## src/rtl/srff_event_scheduler.sv

```systemverilog
// Sticky SR event flags with a round-robin valid/ready scheduler.
// Flags latch on set pulses and clear when the consumer accepts them.
module srff_event_scheduler #(
  parameter int N = 8,
  parameter logic [N-1:0] POR_VALUE = '0,
  localparam int IDW = $clog2(N)
) (
  input  logic           clk,
  input  logic           rst,
  input  logic [N-1:0]   set,
  input  logic [N-1:0]   mask,
  input  logic           flush,
  input  logic [N-1:0]   ovf_clr,
  output logic           out_valid,
  output logic [IDW-1:0] out_id,
  input  logic           out_ready,
  output logic [N-1:0]   pending,
  output logic [N-1:0]   overflow
);

  typedef enum logic {
    IDLE,
    OFFER
  } state_t;

  state_t         state_q;
  state_t         state_d;
  logic           vld_d;
  logic [IDW-1:0] id_d;
  logic [IDW-1:0] rr_ptr;
  logic [IDW-1:0] rr_d;
  logic [N-1:0]   pend_d;
  logic [N-1:0]   ovf_d;
  logic [N-1:0]   cand;
  logic [N-1:0]   ack_vec;
  logic           acc;
  logic           hit;
  logic [IDW-1:0] pick;
  logic [IDW:0]   sum;
  logic [IDW-1:0] idx;

  // Rotating search from rr_ptr, wrapping N-1 -> 0.
  always_comb begin
    cand = pending & ~mask;
    hit  = 1'b0;
    pick = '0;
    sum  = '0;
    idx  = '0;
    for (int k = 0; k < N; k++) begin
      sum = {1'b0, rr_ptr} + (IDW+1)'(k);
      if (sum >= (IDW+1)'(N)) begin
        sum = sum - (IDW+1)'(N);
      end
      idx = sum[IDW-1:0];
      if (!hit && cand[idx]) begin
        hit  = 1'b1;
        pick = idx;
      end
    end
  end

  // Set outranks the accept-clear so a re-armed event is not lost.
  always_comb begin
    acc     = out_valid & out_ready;
    ack_vec = '0;
    if (acc) begin
      ack_vec[out_id] = 1'b1;
    end
    if (flush) begin
      pend_d = '0;
      ovf_d  = '0;
    end else begin
      pend_d = set | (pending & ~ack_vec);
      ovf_d  = (set & pending & ~ack_vec)
             | (overflow & ~ovf_clr);
    end
  end

  always_comb begin
    state_d = state_q;
    vld_d   = out_valid;
    id_d    = out_id;
    rr_d    = rr_ptr;
    unique case (state_q)
      IDLE: begin
        if (hit) begin
          vld_d   = 1'b1;
          id_d    = pick;
          state_d = OFFER;
        end
      end
      OFFER: begin
        if (acc) begin
          vld_d   = 1'b0;
          state_d = IDLE;
          if (out_id == IDW'(N-1)) begin
            rr_d = '0;
          end else begin
            rr_d = out_id + 1'b1;
          end
        end
      end
      default: begin
        state_d = IDLE;
        vld_d   = 1'b0;
      end
    endcase
    if (flush) begin
      state_d = IDLE;
      vld_d   = 1'b0;
      rr_d    = rr_ptr;
    end
  end

  always_ff @(posedge clk or posedge rst) begin
    if (rst) begin
      state_q   <= IDLE;
      out_valid <= 1'b0;
      out_id    <= '0;
      rr_ptr    <= '0;
      pending   <= POR_VALUE;
      overflow  <= '0;
    end else begin
      state_q   <= state_d;
      out_valid <= vld_d;
      out_id    <= id_d;
      rr_ptr    <= rr_d;
      pending   <= pend_d;
      overflow  <= ovf_d;
    end
  end

endmodule

```

## config.mk

```make
export PLATFORM = sky130hd
export DESIGN_NAME = srff_event_scheduler
export DESIGN_NICKNAME = d
export VERILOG_FILES = /design/src/rtl/srff_event_scheduler.sv
export SDC_FILE = /design/constraint.sdc
export NUM_CORES = 1
export LEC_CHECK = 0
export ABC_AREA = 1
export CAP_MARGIN = 20
export CORE_MARGIN = 8
export CORE_UTILIZATION = 50
export CTS_CLUSTER_DIAMETER = 100
export DETAILED_ROUTE_END_ITERATION = 8
export MAX_ROUTING_LAYER = met4
export PLACE_DENSITY = 0.81
export SLEW_MARGIN = 20
export SYNTH_ARGS = -nofsm -noshare
export SYNTH_HDL_FRONTEND = slang
export SYNTH_SLANG_ARGS = --single-unit
```

## constraint.sdc

```tcl
create_clock -name clk -period 3 [get_ports clk]
set_input_delay 0.3 -clock clk [delete_from_list [all_inputs] [get_ports clk]]
set_output_delay 0.3 -clock clk [all_outputs]
set_load 0.1 [all_outputs]
```

# Word-level counts from Yosys, hierarchy flattened
# Cells that the tools add are included.
[classes] addsub=16 eq_ne=3 order_cmp=18 shift=0 mux=54 n_div=0 bitwise=13 n_reduce_logical=18 mul=0
[op_table] cell="3-bit two-way mux" n=17
[op_table] cell="8-bit AND" n=5
[op_table] cell="3-bit by 4-bit < comparator with 1-bit output, second input constant" n=9
[op_table] cell="4-bit greater-or-equal comparator, second input constant" n=7
[op_table] cell="1-bit binary-select mux with 3-bit select" n=8
[op_table] cell="8-bit two-way mux" n=3
[op_table] cell="8-bit inverter" n=3
[op_table] cell="3-bit by 1-bit subtractor with 3-bit output, second input constant" n=8
[op_table] cell="1-bit two-way mux" n=23
[op_table] cell="3-bit by 3-bit adder with 4-bit output, second input constant" n=4
[op_table] cell="8-bit OR" n=2
[op_table] cell="3-bit by 2-bit adder with 4-bit output, second input constant" n=2
[op_table] cell="1-bit logical AND" n=8
[op_table] cell="1-bit logical NOT" n=7
[op_table] cell="3-bit by 1-bit adder with 4-bit output, second input constant" n=1
[op_table] cell="3-bit by 4-bit greater-or-equal comparator with 1-bit output, second input constant" n=1
[op_table] cell="1-bit case mux with 2 select lines" n=2
[op_table] cell="2-bit AND reduction" n=2
[op_table] cell="3-bit by 1-bit adder with 3-bit output, second input constant" n=1
[op_table] cell="1-bit demux with 3-bit select" n=1
[op_table] cell="3-bit == test, second input constant" n=1
[op_table] cell="3-bit by 1-bit greater-or-equal comparator with 1-bit output, second input constant" n=1
[op_table] cell="3-bit by 2-bit inequality test with 1-bit output, second input constant" n=1
[op_table] cell="3-bit inequality test, second input constant" n=1
[op_table] cell="other kinds (3)" n=4
[word_totals] out_inout_bits=20 ff_bits=24 memories=0 ram_bits=0 latchBits=0 mem_bits_ro=0 input_bits=28

# Logic depth before layout (Yosys ltp)
[logic_depth] depth_word=29 ltp_mapped=17 depth_no_buf=15

# Least setup slack after synthesis
# OpenSTA, ideal clock, no wires.
[synth_path] path_type="register to register" startpoint="reg rr_ptr[0]" endpoint="reg out_id[0]" stages_incl_launch_ff=16 setup_ns=0.120 slack_ns=0.697 n_path_buf=2 synth_period_minus_slack_ns=2.303 t_arrival_ns=2.183 cell_sequence="dfrtp_1 > buf_6 > inv_4 > buf_12 > ha_1 > inv_1 > nand3_2 > nand3_2 > nand2_4 > nor2_8 > nand4_4 > nor2_4 > nand3_2 > nand2_4 > nand3b_1 > nand2_1"
[synth_between] elab_chain_len=27 elab_cells_between_ends=78 cone_classes="15 x add/sub; 8 x order compare; 40 x mux; 15 x reduce/logical"
[synth_rtl] item="start, declared" line_no="30" rtl="logic [IDW-1:0] rr_ptr;"
[synth_rtl] item="start signal, assigned" line_no="127" rtl="rr_ptr <= rr_d;"
[synth_rtl] item="branches (longest 27 deep; another with 3-bit by 1-bit adder with 4-bit output)"
[synth_rtl] item="end signal, assigned" line_no="126" rtl="out_id <= id_d;"
[synth_rtl] item="end, declared" line_no="15" rtl="output logic [IDW-1:0] out_id,"
# Parallel ways; which one is timed is not known. The select of a mux whose other input is x is not followed.
# A chain may end at the register's enable or synchronous reset.

# Worst setup path after layout
# Ends and elaborated chain as after synthesis.

==> reports/results.tsv <==
stage	metric	value	unit
sta	final clock period utilization by the worst path	0.8022	
status	outcome	finished clean	
clocking	Setup Fix Bufs, Post-CTS	0	
floorplan	Die H	78.58	um
power_and_ir_drop	cell-internal power	1.149	mW
drt	Avg WL per Cell	13.61	um
power_and_ir_drop	clock power share	0.066	
global_route	initial antenna violation count	0	
floorplan	Die Area	6175	sq um
sta	fmax	0.4155	GHz
clocking	Gates resized, CTS repair	0	
critical_path	CP Cell Sequence	inv_4 > ha_1 > inv_1 > nand3_2 > nand3_2 > nand2_4 > nor2_8 > nand4_4 > nor2_4 > nand3_2 > nand2_4 > nand3b_1 > nand2_1	
critical_path	CP delay by family, top	simple AND/OR/NAND/NOR gates	
clocking	cts bufs inserted	3	
critical_path	Worst Setup Start Kind	flip-flop	
cells_and_area	nets	347	
critical_path	WP data required	3.16	ns
power_and_ir_drop	Peak VDD IR	726.0	uV
drt	first drt pass iteration count	4	
synth	post-synthesis sequential area ratio	0.3067	
sta	RSZ-0062 raised after global routing	false	
critical_path	Worst setup EP type	flip-flop	
synth	Synth cell types	30	
synth	Synth area leader	dfrtp_1	
synth	synth cell count leaders	58 x nand2_1, 40 x inv_1, 35 x nand3_1, 27 x nor2_1, 24 x dfrtp_1	
floorplan	Ports	48	
drt	initial DRC count	111	
critical_path	slowest CP cell	dfrtp_1	
power_and_ir_drop	Switching Share	0.5903	
synth	synth warn	0	
placement	IO buf count	47	
run	max cap viols	0	
drt	met3 WL	167	um
sta	final hold viol count	0	
drt	drt total wl	4913	um
drt	Via density	5.258	
clocking	cts hold-fix bufs	0	
synth	Syn Area/Cell	7.361	sq um
sta	worst relative slew slack	0.3996	
sta	hold_ws	0.4989	ns
drt	DR WL met2	2434	um
synth	cells after synthesis	266	
synth	fraction of registers with async set/reset	1.000	
synth	Synth area leaders	dfrtp_1 31%, nand2_1 11%, nand3_1 8.9%	
sta	setup tns final	0	ns
synth	Syn Nets	298	
critical_path	CP peak stage delay	0.41	ns
cells_and_area	number of diodes	0	
placement	dpl hpwl	4125	um
global_route	largest net degree at the start of global routing	25	
synth	mapped cell area	1958	sq um
sta	Slew Viols, Final	0	
synth	area share of the largest cell type after synthesis	0.3067	
drt	Max Used Layer	met4	
drt	via count	1898	
synth	Yosys reg bits	24	
cells_and_area	synth-to-layout area growth	24.86	%
critical_path	critical path peak fanout	11	
synth	Top FF cell, synth	dfrtp_1	
drt	Post-route DRC	0	
power_and_ir_drop	Gate power share	0.758	
global_route	vias in the first global route	1982	
critical_path	most used cell along the critical path	nand3_2	
global_route	GRT overflow	0	
clocking	CTS tree	yes	
clocking	root buf cell	clkbuf_8	
synth	Post-synth EDFFs	0	
critical_path	crit path DAT	2.57	ns
placement	GP Congestion	0.9843	
sta	worst-margin pin slew	0.8996	ns
floorplan	area of the core	3716	sq um
clocking	Clock Sinks	24	
clocking	Skew-Pair Late Insertion Delay	0.26	ns
power_and_ir_drop	PD cells	1147	nW/um^2
critical_path	Buf+Inv Stages, Crit Path	2	
critical_path	kind of critical path	reg -> reg	
clocking	clock transition at the registers of the reported paths	0.07	ns
power_and_ir_drop	switching power total	1.655	mW
power_and_ir_drop	Seq pwr share	0.176	
global_route	global-route wire length before repair	8714	um
floorplan	Core Rows	22	
sta	Worst Skew	0.004250	ns
global_route	Total GRT Usage	0.1730	
floorplan	Starting Density	0.5269	
sta	Final setup viols	0	
clocking	# H-tree levels	1	
drt	WL met1	2248	um
power_and_ir_drop	Leak	1.219	nW
floorplan	Die X	78.58	um
clocking	CTS max path bufs	2	
cells_and_area	share of cells above drive strength 1	0.1853	
sta	post-layout minimum cycle time	2.407	ns
synth	cell with the most instances after synthesis	nand2_1	
min_path	worst min-delay path class	reg -> reg	
cells_and_area	final core occ	0.6579	
drt	Detail Route Antenna Nets	0	
area by class of cell:
cell class | instances | area [sq um]
sequential | 24 | 600.6
tap | 48 | 60.06
inverter | 41 | 156.4
fill | 341 | 1271
multi-input combinational | 194 | 1136
clock buffer | 3 | 41.29
timing repair buffer | 51 | 450.4
worst reg2reg max path, delay by kind of cell (launching register included):
kind	cells	cell delay [ns]
simple gates	10	1.14
buf+inv	2	0.44
flops	1	0.41
fa+ha+maj	1	0.33
worst paths after layout:
check	start	end	slack [ns]	cells after the start
max	rr_ptr[0]	out_id[0]	0.59	13
min	state_q	state_q	0.50	2
max reg2reg	rr_ptr[0]	out_id[0]	0.59	13
min reg2reg	state_q	state_q	0.50	2
max in group asynchronous	rst	out_id[0]	1.92	2
min in group asynchronous	rst	overflow[5]	0.52	2
cells in the final DEF, fill, tap and decap left out, drive strengths merged:
master,netlist,layout
nor2,29,29
nand4,3,3
nand2,63,63
clkdlybuf4s50,0,27
a21oi,15,15
buf,4,24
o21ai,10,10
nand3b,2,2
nor3,3,3
ha,4,4
nand3,56,56
dfrtp,24,24
a31oi,1,1
xor2,2,2
inv,41,41
clkbuf,3,3
o21bai,3,3
a2bb2oi,1,1
o31ai,1,1
xnor2,1,1
stage by stage:
step / cells / power, mW / setup slack (ns) / cell area [sq um]
after floorplan: 266 / 2.233 / 0.6967 / 1958
final: 361 / 2.804 / 0.5933 / 2445
after global placement: 358 / 2.581 / 0.6994 / 2404
after detailed placement: 358 / 2.602 / 0.6171 / 2404
after CTS: 361 / 2.797 / 0.6029 / 2445
after global routing: 361 / 3.065 / 0.3303 / 2445
cell families (layout without fill, tap and decap cells):
logic type / Yosys count / count (layout) / synth area share
AOI/OAI and AO/OA: 31 / 31 / 0.08690
xor gates and xnor gates: 3 / 3 / 0.02301
adders and majority gates: 4 / 4 / 0.02556
buffers and inverters: 48 / 95 / 0.1131
DFF: 24 / 24 / 0.3067
and+or+nand+nor: 156 / 156 / 0.4447
registers in the layout, indices dropped and copies added, names as in the netlist:
register and count:
overflow 8, rr_ptr 3, out_valid 1, state_q 1
pending 8, out_id 3
power by group through the flow:
stage	clock network, mW	registers [mW]	logic (mW)
after global placement	0	0.495	2.09
after CTS	0.190	0.491	2.12
final	0.186	0.492	2.13
after detailed placement	0	0.495	2.11
after global routing	0.203	0.505	2.36
after floorplan	0	0.712	1.52
metal layers:
metal / vias to the layer above / GRT usage
met3: 10 / 0.02733
met4: 0 / 0.06111
li1: 956 / -
met1: 884 / 0.1968
met2: 48 / 0.2999
met5: - / -
Note: power is estimated with default switching activity, not from simulation.
